<file path="config.mk">
export PLATFORM = sky130hd
export DESIGN_NAME = linear_fc_reader
export DESIGN_NICKNAME = d
export VERILOG_FILES = /design/src/rtl/linear_fc_reader.sv
export SDC_FILE = /design/constraint.sdc
export NUM_CORES = 1
export LEC_CHECK = 0
export CAP_MARGIN = 10
export CORE_MARGIN = 2
export CORE_UTILIZATION = 55
export DETAILED_ROUTE_END_ITERATION = 12
export GPL_TIMING_DRIVEN = 0
export PLACE_DENSITY = 0.89
export SLEW_MARGIN = 0
export SYNTH_ARGS = -nofsm -noshare
export SYNTH_HDL_FRONTEND = slang
export SYNTH_SLANG_ARGS = --single-unit
</file>
<file path="constraint.sdc">
create_clock -name clk -period 11.9 [get_ports clk]
set_clock_uncertainty 0.1 [all_clocks]
set_input_delay 1.785 -clock clk [delete_from_list [all_inputs] [get_ports clk]]
set_output_delay 1.785 -clock clk [all_outputs]
set_load 0.005 [all_outputs]
</file>
<file path="src/rtl/linear_fc_reader.sv">
// FC weight-ROM read initiator: one sparse (idx, feature) beat per cycle, MAC into FC_OUT_C logits.
// Logits valid 2 cycles after the last beat; input stalls while logits wait on out_ready.
package aegnn_pkg;
    localparam int FC_W_WIDTH = 8;
endpackage

module linear_fc_reader
    import aegnn_pkg::*;
#(
    parameter  int FC_IN_C       = 1792,
    parameter  int FC_OUT_C      = 2,
    parameter  int FEAT_WIDTH    = 8,
    parameter  int ACC_WIDTH     = 32,
    localparam int FC_IN_C_WIDTH = $clog2(FC_IN_C)
) (
    input  logic                            clk,
    input  logic                            rst,
    input  logic                            feat_valid,
    output logic                            feat_ready,
    input  logic [FC_IN_C_WIDTH-1:0]        feat_idx,
    input  logic [FEAT_WIDTH-1:0]           feat_data,
    input  logic                            feat_last,
    output logic                            rd_en,
    output logic [FC_IN_C_WIDTH-1:0]        w_idx,
    input  logic [FC_OUT_C*FC_W_WIDTH-1:0]  fc_w,
    output logic                            out_valid,
    input  logic                            out_ready,
    output logic [FC_OUT_C*ACC_WIDTH-1:0]   out_logits,
    output logic                            idx_err
);
    localparam int PW = FEAT_WIDTH + FC_W_WIDTH;

    typedef enum logic [1:0] {
        ST_ACCUM,
        ST_DRAIN,
        ST_OUT
    } state_t;

    state_t                          state_q, state_d;
    logic                            s1_valid_q, s1_err_q;
    logic signed [FEAT_WIDTH-1:0]    s1_data_q;
    logic [FC_OUT_C*ACC_WIDTH-1:0]   acc_q, acc_d;
    logic [ACC_WIDTH-1:0]            prod_ext [FC_OUT_C];
    logic                            accept, in_range;
    logic [31:0]                     idx_ext;

    assign idx_ext    = 32'(feat_idx);
    assign in_range   = idx_ext < 32'(FC_IN_C);
    assign feat_ready = (state_q == ST_ACCUM);
    assign accept     = feat_valid && feat_ready;
    assign rd_en      = accept && in_range;
    assign w_idx      = accept ? feat_idx : '0;
    assign out_valid  = (state_q == ST_OUT);
    assign out_logits = acc_q;
    assign idx_err    = s1_err_q;

    // Weight row arrives one cycle after the read, aligned with stage 1.
    for (genvar k = 0; k < FC_OUT_C; k++) begin : g_mac
        logic signed [FC_W_WIDTH-1:0] w_k;
        logic signed [PW-1:0]         p_k;
        assign w_k         = fc_w[k*FC_W_WIDTH +: FC_W_WIDTH];
        assign p_k         = PW'(s1_data_q) * PW'(w_k);
        assign prod_ext[k] = ACC_WIDTH'(p_k);
    end

    always_comb begin
        state_d = state_q;
        case (state_q)
            ST_ACCUM: if (accept && feat_last) state_d = ST_DRAIN;
            ST_DRAIN: state_d = ST_OUT;
            ST_OUT:   if (out_ready) state_d = ST_ACCUM;
            default:  state_d = ST_ACCUM;
        endcase
    end

    always_comb begin
        acc_d = acc_q;
        if (state_q == ST_OUT && out_ready) begin
            acc_d = '0;
        end else if (s1_valid_q) begin
            for (int k = 0; k < FC_OUT_C; k++) begin
                acc_d[k*ACC_WIDTH +: ACC_WIDTH] = acc_q[k*ACC_WIDTH +: ACC_WIDTH] + prod_ext[k];
            end
        end
    end

    always_ff @(posedge clk) begin
        if (rst) begin
            state_q    <= ST_ACCUM;
            s1_valid_q <= 1'b0;
            s1_err_q   <= 1'b0;
            s1_data_q  <= '0;
            acc_q      <= '0;
        end else begin
            state_q    <= state_d;
            s1_valid_q <= accept;
            s1_err_q   <= accept && !in_range;
            s1_data_q  <= accept ? feat_data : '0;
            acc_q      <= acc_d;
        end
    end
endmodule

</file>
=== Word level (Yosys, flattened, before mapping) ===
Index checks and enable logic that the tools add are counted.

* Bits in registers: 76
* Input port bits: 40

* $add $sub $neg: 2
* Multiply operators: 2
* Magnitude comparators: 1
* Equality and inequality tests: 4
* Multiplexer cells: 4
* Bitwise operators: 1
* Reduce and logical (&&, ||, !) cells: 10

{| class="wikitable"
|+ Operators with widths
! kind !! count
|-
| adder 32 bit || 2
|-
| multiplier 8 x 8 -> 16 bit || 2
|-
| less-than comparator 11 bit (second input constant) || 1
|-
| two-way mux 11 bit || 1
|-
| case mux 2 bit (3 select lines) || 1
|-
| logical AND 1 bit || 5
|-
| two-way mux 2 bit || 2
|-
| inequality test 2 x 1 -> 1 bit (second input constant) || 2
|-
| OR reduction 2 bit || 2
|-
| equality test 2 x 1 -> 1 bit (second input constant) || 1
|-
| equality test 2 bit (second input constant) || 1
|-
| zero test 2 bit || 1
|-
| AND reduction 2 bit || 1
|-
| zero test 1 bit || 1
|-
| inverter 1 bit || 1
|}

=== Logic depth before layout (Yosys ltp) ===
* Depth after elaboration: 5
* Gate-level depth with buffers: 30
* Depth with buffers taken out: 29

=== Least setup slack after synthesis ===
OpenSTA, ideal clock, no wires.

* Path type: input-to-reg
* From: in fc_w[4]
* To: reg acc_q[31] (netlist: out_logits[31])
* Setup time: 72 ps
* Arrival: 8180 ps
* Data required time: 11728 ps
* Path slack: 3548 ps
* Cell stages on the path: 27
* Cells stage by stage: and2_1 -> fa_1 -> inv_1 -> fa_1 -> inv_1 -> fa_1 -> inv_1 -> fa_1 -> inv_1 -> ha_1 -> o21ai_1 -> o21bai_1 -> a21o_1 -> a21oi_1 -> o21ai_1 -> o41ai_2 -> xnor2_1 -> ha_1 -> and4_1 -> and3_1 -> a221oi_1 -> o21ai_1 -> a22o_1 -> a311oi_1 -> xnor3_1 -> nor2_1 -> mux2i_1

* Cells in the longest elaborated chain, start to end: 2

{| class="wikitable"
|+ Ends and longest elaborated chain
! element !! RTL line !! text
|-
| from (decl) || 25 || <nowiki>input logic [FC_OUT_C*FC_W_WIDTH-1:0] fc_w,</nowiki>
|-
| multiplier 8 x 8 -> 16 bit || 62 || <nowiki>assign p_k = PW'(s1_data_q) * PW'(w_k);</nowiki>
|-
| adder 32 bit || 82 || <nowiki>acc_d[k*ACC_WIDTH +: ACC_WIDTH] = acc_q[k*ACC_WIDTH +: ACC_WIDTH] + prod_ext[k];</nowiki>
|-
| to (signal assigned) || 93 || <nowiki>acc_q <= '0;</nowiki>
|-
| to (signal assigned) || 99 || <nowiki>acc_q <= acc_d;</nowiki>
|-
| to (decl) || 42 || <nowiki>logic [FC_OUT_C*ACC_WIDTH-1:0] acc_q, acc_d;</nowiki>
|}

Every way passes these cells.
A chain may end at the register's enable or synchronous reset.

=== Worst setup path in the final report ===
Same ends and word-level chain as after synthesis.

==> qor.csv <==
stage,metric,value,unit
timing,finalCritPeriodShare,78.1,%
flow_run,drv_cap,0,
setup_path,crit_type,primary input to register,
setup_path,rr_startpoint,s1_data_q[2],
timing,final-setup-viol-count,0,
placement,dpl.hpwl,20.0,mm
synth,synth-warning-count,0,
layout,multiInputGateArea,0.00817,mm²
die,fp.dieArea,0.0202,mm²
setup_path,r2r_setup_slack,3860,ps
setup_path,r2r-end,out_logits[31],
setup_path,cp-start-kind,primary input,
synth,synth_largest_area_cell,fa_1,
power_and_ir_drop,pwr-share-clk,15.2,%
power_and_ir_drop,comb_power_share,67.2,%
setup_path,crit_arrival,9470,ps
placement,portBuffers,118,
route,wl_met2,11.9,mm
power_and_ir_drop,power_switching_share,45.2,%
layout,layout.cells.non_filler,1574,
timing,max_freq,108,MHz
synth,syn_avg_cell_area,8.70,µm²
synth,syn-cell-area,0.0105,mm²
die,core,0.0187,mm²
global_routing,grt_pass1_wl,41.3,mm
route,route.vias.total,8728,
global_routing,overflow,0,
power_and_ir_drop,totalPowerFinal,1.97,mW
placement,dp.cells,1558,
clock_tree,numCtsBuffers,9,
die,fp.dieW,142,µm
clock_tree,post-cts-setup-buffer-count,0,
timing,period_minus_slack,9290,ps
synth,yosys-top-cells-area,"fa_1 (21%), ha_1 (15%), dfxtp_1 (15%), inv_1 (6.7%), and2_1 (6.0%)",
timing,rsz0062_at_grt,false,
layout,layout-drive-gt1-share,2.24,%
timing,fin_ws,2610,ps
clock_tree,clockBufferDepth,2,
clock_tree,clock_tree.htree_level_count,3,
synth,ys.flop_type,dfxtp_1,
synth,syn_nets,1481,
synth,synthArstFlopShare,0,%
timing,drv_slew,0,
route,met1_length,10.9,mm
clock_tree,cts_tree,done,
layout,nets,1611,
worst_hold_path,whs_path_depth,2,
global_routing,antenna_found_initial,0,
setup_path,reg2regPathDepth,27,
placement,globalplace.congestion,0.916,
placement,pre_cts_slack,2330,ps
worst_hold_path,hold_start,out_logits[24],
route,drt_wl_total,24.8,mm
route,ant_nets,0,
global_routing,first_global_vias,8724,
power_and_ir_drop,power_density,160,mW/mm²
layout,num-fill-cells,1478,
placement,place_area,0.0120,mm²
clock_tree,clk_pin_slew_worst_paths,70,ps
clock_tree,cts_resized,0,
synth,synth_edf_count,0,
setup_path,crit_slowest_cell,fa_1,
synth,synthTopCellsByCount,"inv_1 (186), ha_1 (124), fa_1 (112)",
power_and_ir_drop,p_switching,888,µW
route,drtPass1Iterations,5,
power_and_ir_drop,leakage,6.05,nW
timing,worst_slew_pin_slew,923,ps
route,dr.first_iter.drc_count,411,
route,drc,0,
synth,yosysSeqAreaShare,14.5,%
clock_tree,cts_root_buf,clkbuf_16,
power_and_ir_drop,vdd_drop_max,117,µV
layout,seqCellArea,0.00152,mm²
synth,syn-instance-count,1205,
setup_path,max_stage_delay,650,ps
route,top_layer_used,met4,
die,start_util,56.1,%
power_and_ir_drop,intPower,1.08,mW
setup_path,worstPathMaxFanout,17,
timing,relSlewSlack,38.2,%
synth,ys_seq_elements,76,
die,die_h,142,µm
timing,fin_setup_tns,0,ps
die,std_cell_rows,50,
route,met3_length,1.62,mm
synth,synth_top_cell_area_share,21.4,%
layout,stdcell_area,0.0123,mm²
clock_tree,cts_hold_buf,0,
synth,synth_most_common_cell,inv_1,
power_and_ir_drop,p_seq_share,17.5,%
clock_tree,cts_sinks,76,
clock_tree,clk_latency,360,ps
global_routing,grt_max_degree,19,
synth,yosysUniqueCellTypes,58,
setup_path,cp.required,12090,ps
worst_hold_path,holdPathEnd,out_logits[24],
route,viasPerCell,5.55,
route,wl_per_cell,15.8,µm
timing,finalHoldViolCount,0,
layout,diodes,0,
layout,syn2layout_area_growth,17.3,%
global_routing,grt_usage,25.2,%
worst_hold_path,hp-class,register to register,
run_status,outcome,"finished, final reports clean",
setup_path,end_kind,register,
die,pin_count,119,
[placed cells by master, fill, tap and decap left out, types with 5 or more instances in the layout]
master           instances
o21a_1                   7
nor2b_1                 15
xor2_1                  19
a211oi_1                10
or3_1                    5
nand3_1                 17
nand2b_1                10
and4_1                   5
xnor2_1                 66
o21ai_0                 19
o21ai_1                 23
clkbuf_1                24
ha_1                   124
clkdlybuf4s50_1        118
fa_1                   112
o21bai_1                23
nor2_1                  71
a21o_1                  42
and2_1                 101
and3_1                  14
nor3_1                  10
dfxtp_1                 76
clkbuf_16                9
mux2i_1                 36
a21oi_1                 66
inv_1                  186
nand2_1                 66
[cells by family after synthesis]
| group | Yosys count | share of synthesized area, % |
|---|---|---|
| AOI/OAI and AO/OA | 232 | 14.9 |
| xor gates and xnor gates | 88 | 7.48 |
| adders and majority gates | 236 | 36.2 |
| buffers and inverters | 215 | 7.70 |
| DFF | 76 | 14.5 |
| muxes | 38 | 3.65 |
| and+or+nand+nor | 320 | 15.6 |
[power by group through the flow]
stage,logic [mW],clock network [mW],registers (mW)
final,1.32,0.299,0.345
after global placement,1.24,0,0.348
after floorplan,0.967,0,0.343
after CTS,1.32,0.302,0.344
after detailed placement,1.30,0,0.349
after global routing,1.48,0.310,0.349
[flip-flops by register name, summed over array words and instances (netlist names)]
signal and count:
out_logits 64, s1_data_q 8, state_q 2, idx_err 1, s1_valid_q 1
[worst max path at each step]
| stage | end | slack, ps | from |
|---|---|---|---|
| global placement | out_logits[31] | 2090 | fc_w[7] |
| global route | out_logits[31] | 2170 | fc_w[4] |
| CTS | out_logits[31] | 2680 | fc_w[4] |
| floorplan | out_logits[31] | 3550 | fc_w[4] |
| detailed placement | out_logits[31] | 2330 | fc_w[4] |
| finish | out_logits[31] | 2610 | fc_w[4] |
[critical path, delay by kind of cell]
kind	cells	cell delay (ps)
and+or+nand+nor	5	1110
muxes	1	200
adders and majority gates	6	3110
AOI/OAI and AO/OA	7	1660
xor gates and xnor gates	2	680
buffers and inverters	5	900
[metal layers]
layer  track usage [%]  vias up
met1              33.1     4201
met2              42.6      262
met4              7.63        0
met3              4.54       36
met5                 0        -
li1                  -     4229
[layout make-up]
cell class | instances | share of cell area, %
Inverter | 187 | 5.71
Clock inverter | 6 | 0.570
Tap cell | 234 | 2.38
Buffer | 28 | 0.854
Multi-Input combinational cell | 914 | 66.5
Sequential cell | 76 | 12.4
Timing Repair Buffer | 119 | 9.72
Clock buffer | 10 | 1.94
[through the flow]
step | util, % | hold WS, ps
after floorplan | - | 357
after CTS | 65.8 | 375
after global routing | 65.8 | 413
final | 65.8 | 367
after detailed placement | 64.1 | 361
after global placement | 63.9 | 357
Power figures use the tool's default switching activity.
